<file path="src/rtl/plane_sample_scheduler_if.sv">
// Bundle between the RANSAC sample scheduler, point memory, derive_plane and the plane consumer.
interface plane_sample_scheduler_if #(
    parameter int index_width  = 10,
    parameter int iter_width   = 16,
    parameter int point_width  = 96,
    parameter int normal_width = 96,
    parameter int scalar_width = 32,
    parameter int status_width = 2
);
    logic [index_width-1:0]  mem_raddr;
    logic [point_width-1:0]  mem_rdata;
    logic                    dp_ivalid;
    logic                    dp_iready;
    logic [point_width-1:0]  dp_a;
    logic [point_width-1:0]  dp_b;
    logic [point_width-1:0]  dp_c;
    logic                    dp_ovalid;
    logic                    dp_oacknowledge;
    logic [normal_width-1:0] dp_n;
    logic [scalar_width-1:0] dp_d;
    logic [status_width-1:0] dp_status;
    logic                    plane_valid;
    logic                    plane_ready;
    logic [normal_width-1:0] plane_n;
    logic [scalar_width-1:0] plane_d;
    logic [iter_width-1:0]   plane_index;

    modport master (
        output mem_raddr, dp_ivalid, dp_a, dp_b, dp_c, dp_oacknowledge,
               plane_valid, plane_n, plane_d, plane_index,
        input  mem_rdata, dp_iready, dp_ovalid, dp_n, dp_d, dp_status, plane_ready
    );

    modport slave (
        input  mem_raddr, dp_ivalid, dp_a, dp_b, dp_c, dp_oacknowledge,
               plane_valid, plane_n, plane_d, plane_index,
        output mem_rdata, dp_iready, dp_ovalid, dp_n, dp_d, dp_status, plane_ready
    );
endinterface

</file>
<file path="src/rtl/plane_sample_scheduler.sv">
// RANSAC hypothesis sequencer: draws three distinct LFSR indices, fetches the points,
// runs derive_plane, resamples degenerate triples and streams successful planes downstream.
//
//   state  | meaning
//   IDLE   | waiting for start
//   DRAW   | one LFSR candidate per cycle until three distinct in-range indices are held
//   FETCH  | read idx0..idx2 from point memory, capture into dp_a/b/c
//   ISSUE  | dp_ivalid high until derive_plane accepts
//   WAIT   | waiting for derive_plane result
//   EMIT   | plane_valid high until downstream accepts
//   FINISH | one-cycle done pulse
module plane_sample_scheduler #(
    parameter int                      index_width    = 10,
    parameter int                      iter_width     = 16,
    parameter logic [15:0]             lfsr_seed      = 16'hACE1,
    parameter int                      max_retries    = 4,
    parameter int                      point_width    = 96,
    parameter int                      normal_width   = 96,
    parameter int                      scalar_width   = 32,
    parameter int                      status_width   = 2,
    parameter logic [status_width-1:0] status_success = '0
) (
    input  logic                   clk_i,
    input  logic                   rst_ni,
    input  logic                   start_i,
    input  logic [index_width-1:0] point_count_i,
    input  logic [iter_width-1:0]  iterations_i,
    output logic                   busy_o,
    output logic                   done_o,
    output logic                   error_o,
    output logic [iter_width-1:0]  skipped_count_o,
    plane_sample_scheduler_if.master bus
);
    typedef enum logic [2:0] {
        S_IDLE, S_DRAW, S_FETCH, S_ISSUE, S_WAIT, S_EMIT, S_FINISH
    } state_e;

    localparam logic [15:0] lfsr_init = (lfsr_seed == 16'h0000) ? 16'h0001 : lfsr_seed;

    state_e                  state_q, state_d;
    logic [15:0]             lfsr_q, lfsr_d;
    logic [index_width-1:0]  pc_q, pc_d;
    logic [iter_width-1:0]   budget_q, budget_d;
    logic [iter_width-1:0]   iter_q, iter_d;
    logic [7:0]              retry_q, retry_d;
    logic [iter_width-1:0]   skipped_q, skipped_d;
    logic                    error_q, error_d;
    logic [1:0]              draw_cnt_q, draw_cnt_d;
    logic [1:0]              fetch_cnt_q, fetch_cnt_d;
    logic [index_width-1:0]  idx0_q, idx0_d, idx1_q, idx1_d, idx2_q, idx2_d;
    logic [point_width-1:0]  dp_a_q, dp_a_d, dp_b_q, dp_b_d, dp_c_q, dp_c_d;
    logic [normal_width-1:0] plane_n_q, plane_n_d;
    logic [scalar_width-1:0] plane_d_q, plane_d_d;
    logic [iter_width-1:0]   plane_index_q, plane_index_d;

    logic [index_width-1:0]  cand;
    logic                    cand_ok;
    logic [iter_width-1:0]   iter_inc;

    always_ff @(posedge clk_i or negedge rst_ni) begin
        if (!rst_ni) begin
            state_q       <= S_IDLE;
            lfsr_q        <= lfsr_init;
            pc_q          <= '0;
            budget_q      <= '0;
            iter_q        <= '0;
            retry_q       <= '0;
            skipped_q     <= '0;
            error_q       <= 1'b0;
            draw_cnt_q    <= '0;
            fetch_cnt_q   <= '0;
            idx0_q        <= '0;
            idx1_q        <= '0;
            idx2_q        <= '0;
            dp_a_q        <= '0;
            dp_b_q        <= '0;
            dp_c_q        <= '0;
            plane_n_q     <= '0;
            plane_d_q     <= '0;
            plane_index_q <= '0;
        end else begin
            state_q       <= state_d;
            lfsr_q        <= lfsr_d;
            pc_q          <= pc_d;
            budget_q      <= budget_d;
            iter_q        <= iter_d;
            retry_q       <= retry_d;
            skipped_q     <= skipped_d;
            error_q       <= error_d;
            draw_cnt_q    <= draw_cnt_d;
            fetch_cnt_q   <= fetch_cnt_d;
            idx0_q        <= idx0_d;
            idx1_q        <= idx1_d;
            idx2_q        <= idx2_d;
            dp_a_q        <= dp_a_d;
            dp_b_q        <= dp_b_d;
            dp_c_q        <= dp_c_d;
            plane_n_q     <= plane_n_d;
            plane_d_q     <= plane_d_d;
            plane_index_q <= plane_index_d;
        end
    end

    // A candidate must be in range and differ from every index already held for this sample.
    assign cand     = lfsr_q[index_width-1:0];
    assign cand_ok  = (cand < pc_q)
                   && !((draw_cnt_q != 2'd0) && (cand == idx0_q))
                   && !((draw_cnt_q == 2'd2) && (cand == idx1_q));
    assign iter_inc = (iter_q == '1) ? iter_q : iter_q + iter_width'(1);

    always_comb begin
        state_d       = state_q;
        lfsr_d        = lfsr_q;
        pc_d          = pc_q;
        budget_d      = budget_q;
        iter_d        = iter_q;
        retry_d       = retry_q;
        skipped_d     = skipped_q;
        error_d       = error_q;
        draw_cnt_d    = draw_cnt_q;
        fetch_cnt_d   = fetch_cnt_q;
        idx0_d        = idx0_q;
        idx1_d        = idx1_q;
        idx2_d        = idx2_q;
        dp_a_d        = dp_a_q;
        dp_b_d        = dp_b_q;
        dp_c_d        = dp_c_q;
        plane_n_d     = plane_n_q;
        plane_d_d     = plane_d_q;
        plane_index_d = plane_index_q;

        case (state_q)
            S_IDLE: begin
                if (start_i) begin
                    pc_d       = point_count_i;
                    budget_d   = iterations_i;
                    iter_d     = '0;
                    retry_d    = '0;
                    skipped_d  = '0;
                    error_d    = 1'b0;
                    draw_cnt_d = '0;
                    if (point_count_i < index_width'(3)) begin
                        error_d = 1'b1;
                        state_d = S_FINISH;
                    end else if (iterations_i == '0) begin
                        state_d = S_FINISH;
                    end else begin
                        state_d = S_DRAW;
                    end
                end
            end
            S_DRAW: begin
                lfsr_d = {lfsr_q[14:0], lfsr_q[15] ^ lfsr_q[13] ^ lfsr_q[12] ^ lfsr_q[10]};
                if (cand_ok) begin
                    case (draw_cnt_q)
                        2'd0: begin
                            idx0_d     = cand;
                            draw_cnt_d = 2'd1;
                        end
                        2'd1: begin
                            idx1_d     = cand;
                            draw_cnt_d = 2'd2;
                        end
                        default: begin
                            idx2_d      = cand;
                            draw_cnt_d  = 2'd0;
                            fetch_cnt_d = 2'd0;
                            state_d     = S_FETCH;
                        end
                    endcase
                end
            end
            S_FETCH: begin
                // Read data lags the address by one cycle, so capture trails the address phase.
                fetch_cnt_d = fetch_cnt_q + 2'd1;
                case (fetch_cnt_q)
                    2'd1:    dp_a_d = bus.mem_rdata;
                    2'd2:    dp_b_d = bus.mem_rdata;
                    2'd3: begin
                        dp_c_d  = bus.mem_rdata;
                        state_d = S_ISSUE;
                    end
                    default: ;
                endcase
            end
            S_ISSUE: begin
                if (bus.dp_iready) state_d = S_WAIT;
            end
            S_WAIT: begin
                if (bus.dp_ovalid) begin
                    if (bus.dp_status == status_success) begin
                        plane_n_d     = bus.dp_n;
                        plane_d_d     = bus.dp_d;
                        plane_index_d = iter_q;
                        retry_d       = '0;
                        state_d       = S_EMIT;
                    end else if (retry_q < 8'(max_retries)) begin
                        retry_d = retry_q + 8'd1;
                        state_d = S_DRAW;
                    end else begin
                        skipped_d = (skipped_q == '1) ? skipped_q : skipped_q + iter_width'(1);
                        retry_d   = '0;
                        iter_d    = iter_inc;
                        state_d   = (iter_inc == budget_q) ? S_FINISH : S_DRAW;
                    end
                end
            end
            S_EMIT: begin
                if (bus.plane_ready) begin
                    iter_d  = iter_inc;
                    state_d = (iter_inc == budget_q) ? S_FINISH : S_DRAW;
                end
            end
            S_FINISH: state_d = S_IDLE;
            default:  state_d = S_IDLE;
        endcase
    end

    always_comb begin
        bus.mem_raddr = '0;
        if (state_q == S_FETCH) begin
            case (fetch_cnt_q)
                2'd0:    bus.mem_raddr = idx0_q;
                2'd1:    bus.mem_raddr = idx1_q;
                2'd2:    bus.mem_raddr = idx2_q;
                default: bus.mem_raddr = '0;
            endcase
        end
    end

    assign busy_o              = (state_q != S_IDLE) && (state_q != S_FINISH);
    assign done_o              = (state_q == S_FINISH);
    assign error_o             = error_q;
    assign skipped_count_o     = skipped_q;
    assign bus.dp_ivalid       = (state_q == S_ISSUE);
    assign bus.dp_oacknowledge = (state_q == S_WAIT) && bus.dp_ovalid;
    assign bus.dp_a            = dp_a_q;
    assign bus.dp_b            = dp_b_q;
    assign bus.dp_c            = dp_c_q;
    assign bus.plane_valid     = (state_q == S_EMIT);
    assign bus.plane_n         = plane_n_q;
    assign bus.plane_d         = plane_d_q;
    assign bus.plane_index     = plane_index_q;
endmodule
</file>
<file path="src/flat_wrapper.sv">
// flat-port wrapper written by rule: the top's interface ports become plain ports
module plane_sample_scheduler_flat 
#(
    parameter int                      index_width    = 10,
    parameter int                      iter_width     = 16,
    parameter logic [15:0]             lfsr_seed      = 16'hACE1,
    parameter int                      max_retries    = 4,
    parameter int                      point_width    = 96,
    parameter int                      normal_width   = 96,
    parameter int                      scalar_width   = 32,
    parameter int                      status_width   = 2,
    parameter logic [status_width-1:0] status_success = '0
)
  (clk_i, rst_ni, start_i, point_count_i, iterations_i, busy_o, done_o, error_o, skipped_count_o, bus_mem_raddr, bus_dp_ivalid, bus_dp_a, bus_dp_b, bus_dp_c, bus_dp_oacknowledge, bus_plane_valid, bus_plane_n, bus_plane_d, bus_plane_index, bus_mem_rdata, bus_dp_iready, bus_dp_ovalid, bus_dp_n, bus_dp_d, bus_dp_status, bus_plane_ready);
  plane_sample_scheduler_if #(.index_width(index_width), .iter_width(iter_width), .point_width(point_width), .normal_width(normal_width), .scalar_width(scalar_width), .status_width(status_width)) bus_i ();
  input  logic clk_i;
  input  logic rst_ni;
  input  logic start_i;
  input  logic [index_width-1:0] point_count_i;
  input  logic [iter_width-1:0] iterations_i;
  output logic busy_o;
  output logic done_o;
  output logic error_o;
  output logic [iter_width-1:0] skipped_count_o;
  output wire logic [$bits(bus_i.mem_raddr)-1:0] bus_mem_raddr;
  output wire logic [$bits(bus_i.dp_ivalid)-1:0] bus_dp_ivalid;
  output wire logic [$bits(bus_i.dp_a)-1:0] bus_dp_a;
  output wire logic [$bits(bus_i.dp_b)-1:0] bus_dp_b;
  output wire logic [$bits(bus_i.dp_c)-1:0] bus_dp_c;
  output wire logic [$bits(bus_i.dp_oacknowledge)-1:0] bus_dp_oacknowledge;
  output wire logic [$bits(bus_i.plane_valid)-1:0] bus_plane_valid;
  output wire logic [$bits(bus_i.plane_n)-1:0] bus_plane_n;
  output wire logic [$bits(bus_i.plane_d)-1:0] bus_plane_d;
  output wire logic [$bits(bus_i.plane_index)-1:0] bus_plane_index;
  input wire logic [$bits(bus_i.mem_rdata)-1:0] bus_mem_rdata;
  input wire logic [$bits(bus_i.dp_iready)-1:0] bus_dp_iready;
  input wire logic [$bits(bus_i.dp_ovalid)-1:0] bus_dp_ovalid;
  input wire logic [$bits(bus_i.dp_n)-1:0] bus_dp_n;
  input wire logic [$bits(bus_i.dp_d)-1:0] bus_dp_d;
  input wire logic [$bits(bus_i.dp_status)-1:0] bus_dp_status;
  input wire logic [$bits(bus_i.plane_ready)-1:0] bus_plane_ready;
  assign bus_mem_raddr = bus_i.mem_raddr;
  assign bus_dp_ivalid = bus_i.dp_ivalid;
  assign bus_dp_a = bus_i.dp_a;
  assign bus_dp_b = bus_i.dp_b;
  assign bus_dp_c = bus_i.dp_c;
  assign bus_dp_oacknowledge = bus_i.dp_oacknowledge;
  assign bus_plane_valid = bus_i.plane_valid;
  assign bus_plane_n = bus_i.plane_n;
  assign bus_plane_d = bus_i.plane_d;
  assign bus_plane_index = bus_i.plane_index;
  assign bus_i.mem_rdata = bus_mem_rdata;
  assign bus_i.dp_iready = bus_dp_iready;
  assign bus_i.dp_ovalid = bus_dp_ovalid;
  assign bus_i.dp_n = bus_dp_n;
  assign bus_i.dp_d = bus_dp_d;
  assign bus_i.dp_status = bus_dp_status;
  assign bus_i.plane_ready = bus_plane_ready;
  plane_sample_scheduler #(.index_width(index_width), .iter_width(iter_width), .lfsr_seed(lfsr_seed), .max_retries(max_retries), .point_width(point_width), .normal_width(normal_width), .scalar_width(scalar_width), .status_width(status_width), .status_success(status_success)) u_core (.clk_i(clk_i), .rst_ni(rst_ni), .start_i(start_i), .point_count_i(point_count_i), .iterations_i(iterations_i), .busy_o(busy_o), .done_o(done_o), .error_o(error_o), .skipped_count_o(skipped_count_o), .bus(bus_i));
endmodule
</file>
<file path="config.mk">
export PLATFORM = sky130hd
export DESIGN_NAME = plane_sample_scheduler_flat
export DESIGN_NICKNAME = d
export VERILOG_FILES = /design/src/rtl/plane_sample_scheduler_if.sv /design/src/rtl/plane_sample_scheduler.sv /design/src/flat_wrapper.sv
export SDC_FILE = /design/constraint.sdc
export NUM_CORES = 1
export LEC_CHECK = 0
export CAP_MARGIN = 20
export CORE_AREA = 4 4 280 282
export CTS_CLUSTER_DIAMETER = 150
export CTS_CLUSTER_SIZE = 30
export DETAILED_ROUTE_END_ITERATION = 8
export DIE_AREA = 0 0 284 286
export HOLD_SLACK_MARGIN = 0.08
export PLACE_DENSITY = 0.64
export RECOVER_POWER = 100
export SYNTH_ARGS = -nofsm -noshare
export SYNTH_HDL_FRONTEND = slang
export SYNTH_SLANG_ARGS = --single-unit
</file>
<file path="constraint.sdc">
create_clock -name clk_i -period 7.9 [get_ports clk_i]
set_clock_uncertainty 0.15 [all_clocks]
set_input_delay 1.185 -clock clk_i [delete_from_list [all_inputs] [get_ports clk_i]]
set_output_delay 1.185 -clock clk_i [all_outputs]
set_load 0.05 [all_outputs]
</file>
==> results.py <==
metrics = {
    "status": {
        "outcome": "complete, but fails checks",
        "violations": "capacitance limit, slew limit",
    },
    "clocking": {
        "path_clk_slew_ns": 0.13,
        "cts_resized": 0,
        "post_cts_buffers": 0,
        "cts_sinks": 552,
        "cts_tree": "yes",
        "hold_buffers": 0,
        "clk_path_buf_depth": 3,
        "clk_latency_ns": 0.62,
        "h-tree-depth": 1,
        "cts-root-buf": "clkbuf_16",
        "cts_buffers": 22,
    },
    "worst_hold_path": {
        "min_path_type": "reg2reg",
    },
    "cells_and_area": {
        "final-seq-area_um2": 13820,
        "layout.nets": 2581,
        "utilization_pct": 41.57,
        "drive_gt1_share_pct": 22.88,
        "fillers": 6991,
        "fin_cells": 3295,
        "multi_input_comb_area_um2": 8387,
        "syn2layout_area_growth_pct": 38.51,
    },
    "floorplan": {
        "core_um2": 75700,
        "fp.dieW_um": 284,
        "fp-row-count": 101,
        "dieArea_um2": 81220,
        "die_h_um": 286,
        "start_util_pct": 30.01,
        "pin_count": 722,
    },
    "sta": {
        "clock.fmax_mhz": 177.7,
        "final.setup.tns_ns": 0,
        "slew_headroom_pct": -188.4,
        "drv_slew": 429,
        "setup_viol": 0,
        "holdWs_ns": 0.3453,
        "hold_viol_final": 0,
        "tightestPinTransition_ns": 4.327,
        "period_needed_ns": 5.626,
        "rsz0062_at_grt": "false",
        "fin_crit_sh_pct": 71.22,
    },
    "routing": {
        "drc": 0,
        "vias": 15915,
        "wl_per_cell_um": 21.63,
        "ant_nets": 0,
        "routed_wl_mm": 71.29,
        "drt-pass1-iter-count": 8,
        "drtIter0Drc": 787,
        "via_per_inst": 4.830,
    },
    "yosys": {
        "async_reset_ff_share_pct": 100.0,
        "yosys.area.top_type": "dfrtp_1",
        "synth_top_area_share_pct": 59.93,
        "yosysMostFrequentCell": "dfrtp_1",
        "synth_top_cells_by_area": "dfrtp_1 60%, mux2_2 24%, nand2_1 1.8%, xnor2_1 1.7%, clkbuf_1 1.4%",
        "synth_edf_count": 0,
        "synthTopCellsByCount": "544 x dfrtp_1, 478 x mux2_2, 106 x nand2_1",
        "synth.distinct_cells": 64,
        "syn-instance-count": 1652,
        "synth-seq-area-share_pct": 60.85,
        "syn_nets": 1926,
        "netlist_area_um2": 22720,
        "ys_seq_elements": 552,
        "syn_area_per_cell_um2": 13.75,
        "yosys_warnings": 0,
        "synth_ff_type": "dfrtp_1",
    },
    "critical_path": {
        "crit_cells": 4,
        "start_kind": "flip-flop",
        "cp_data_arrival_time_ns": 5.95,
        "worstPathCellList": "nor2_1 > and3_1 > clkbuf_2 > mux2_2",
        "crit_fanout": 50,
        "worstSetupEndpointType": "flip-flop",
        "r2r-end": "u_core.bus.dp_c[49]",
        "cp_top_family": "simple AND/OR/NAND/NOR gates",
        "crit_path_max_incr_delay_ns": 2.38,
        "worst-r2r-setup-slack_ns": 2.27,
        "rr_startpoint": "u_core.state_q[0]",
        "critPathSlowestCell": "and3_1",
        "startpoint": "u_core.state_q[0]",
        "cp_data_required_time_ns": 8.23,
        "crit_end": "u_core.bus.dp_c[49]",
        "rr_worst_depth": 4,
        "critPathKind": "reg2reg",
        "critPathBufInv": 1,
    },
    "global_route": {
        "grt_pass1_vias": 16898,
        "grt_max_degree": 134,
        "antenna_found_initial": 3,
        "grt_overflow": 0,
        "grt_use_total_pct": 16.79,
        "grt_pass1_wl_mm": 107.9,
    },
    "job": {
        "maxCapViolCount": 8,
    },
    "power": {
        "p_per_area_nw_per_um2": 402.9,
        "ir_worst_vdd_mv": 0.3473,
        "power.leakage_nw": 13.97,
    },
    "place": {
        "dpl.cell_count": 3259,
        "port_buffers": 721,
        "gp_congestion": 0.9179,
        "place_hpwl_mm": 53.21,
    },
}
[placed cells by master, fill, tap and decap left out, types with 9 or more instances in the layout]
cell type	instances
clkbuf_1	13
nand3_1	33
mux2_2	478
a222oi_1	10
nor2_1	52
a31oi_1	9
xnor2_1	44
clkbuf_16	22
xor2_1	9
nor4_1	16
ha_1	16
clkdlybuf4s50_1	255
and3_1	15
dfrtp_1	544
nand2_1	106
a21oi_1	27
nand4_1	15
dlygate4sd3_1	465
nor3_1	20
inv_1	20
o21ai_0	35
[how the worst min path moves through the flow]
| stage | startpoint | to | slack, ns | depth (start not counted) |
|---|---|---|---|---|
| 3_5_place_dp | u_core.error_o | u_core.error_o | 0.33 | 2 |
| 5_1_grt | u_core.bus.plane_d[9] | u_core.bus.plane_d[9] | 0.37 | 1 |
| 3_3_place_gp | u_core.retry_q[7] | u_core.retry_q[7] | 0.33 | 2 |
| 2_1_floorplan | u_core.pc_q[0] | u_core.pc_q[0] | 0.30 | 2 |
| 6_report | u_core.error_o | u_core.error_o | 0.35 | 2 |
| 4_1_cts | u_core.error_o | u_core.error_o | 0.36 | 2 |
[worst reg2reg max path, delay by kind of cell (launching register included)]
| kind | cells | cell delay (ns) |
|---|---|---|
| AND/OR/NAND/NOR | 2 | 2.76 |
| buffers and inverters | 1 | 1.40 |
| multiplexers | 1 | 0.51 |
| flip-flops | 1 | 0.66 |
[layout make-up]
cell class,instances,area share (%)
antenna,1,0.007953
clock inverter,2,0.1153
sequential,552,43.93
multi-input combinational,977,26.66
timing repair buffer,734,23.30
inverter,20,0.2386
tap,978,3.889
clock buffer,31,1.857
[sequential cells by signal, indices dropped and copies added (netlist names)]
name                    flops
u_core.iter_q              16
u_core.retry_q              8
u_core.bus.dp_c            96
u_core.bus.dp_a            96
u_core.draw_cnt_q           2
u_core.idx2_q              10
u_core.bus.plane_d         32
u_core.fetch_cnt_q          2
u_core.bus.dp_b            96
u_core.budget_q            16
u_core.idx1_q              10
u_core.bus.plane_index     16
u_core.error_o              1
u_core.bus.plane_n         96
u_core.state_q              3
u_core.lfsr_q              16
u_core.idx0_q              10
u_core.pc_q                10
u_core.skipped_count_o     16
[through the flow]
| step | power [W] | instance area, µm² | worst slack (ns) |
|---|---|---|---|
| after detailed placement | 0.01171 | 30870 | 3.316 |
| final | 0.01268 | 31460 | 2.274 |
| after CTS | 0.01319 | 31490 | 3.022 |
| after global placement | 0.01160 | 30870 | 3.449 |
| after global routing | 0.01327 | 31460 | 1.562 |
| after floorplan | 0.009018 | 22720 | 4.466 |
[power by group]
part | switching (W) | internal (W) | total, W | leakage, nW
clock | 0.000903 | 0.000533 | 0.00144 | 0.298
combinational | 0.00464 | 0.00223 | 0.00687 | 6.72
sequential | 0.000553 | 0.00382 | 0.00437 | 6.95
total | 0.00609 | 0.00658 | 0.0127 | 14.0
[logic make-up (layout without fill, tap and decap cells)]
kind of cell / Yosys count / in the layout / share of synthesized area (%)
flip-flops: 552 / 552 / 60.85
multiplexers: 482 / 482 / 23.87
AND/OR/NAND/NOR: 298 / 298 / 6.434
AO/OA/AOI/OAI: 128 / 128 / 3.707
buffers and inverters: 123 / 787 / 2.209
XOR/XNOR: 53 / 53 / 2.044
adder cells (fa/ha/maj): 16 / 16 / 0.8813
other: 0 / 1 / 0
[routing by layer]
| metal | wire, µm | track usage (%) | vias to the layer above |
|---|---|---|---|
| li1 | - | - | 7131 |
| met1 | 28530 | 20.65 | 8144 |
| met2 | 36230 | 29.94 | 574 |
| met3 | 5108 | 4.303 | 62 |
| met4 | 1388 | 3.399 | 4 |
| met5 | 21 | 0 | - |
Note: power is estimated with default switching activity, not from simulation.
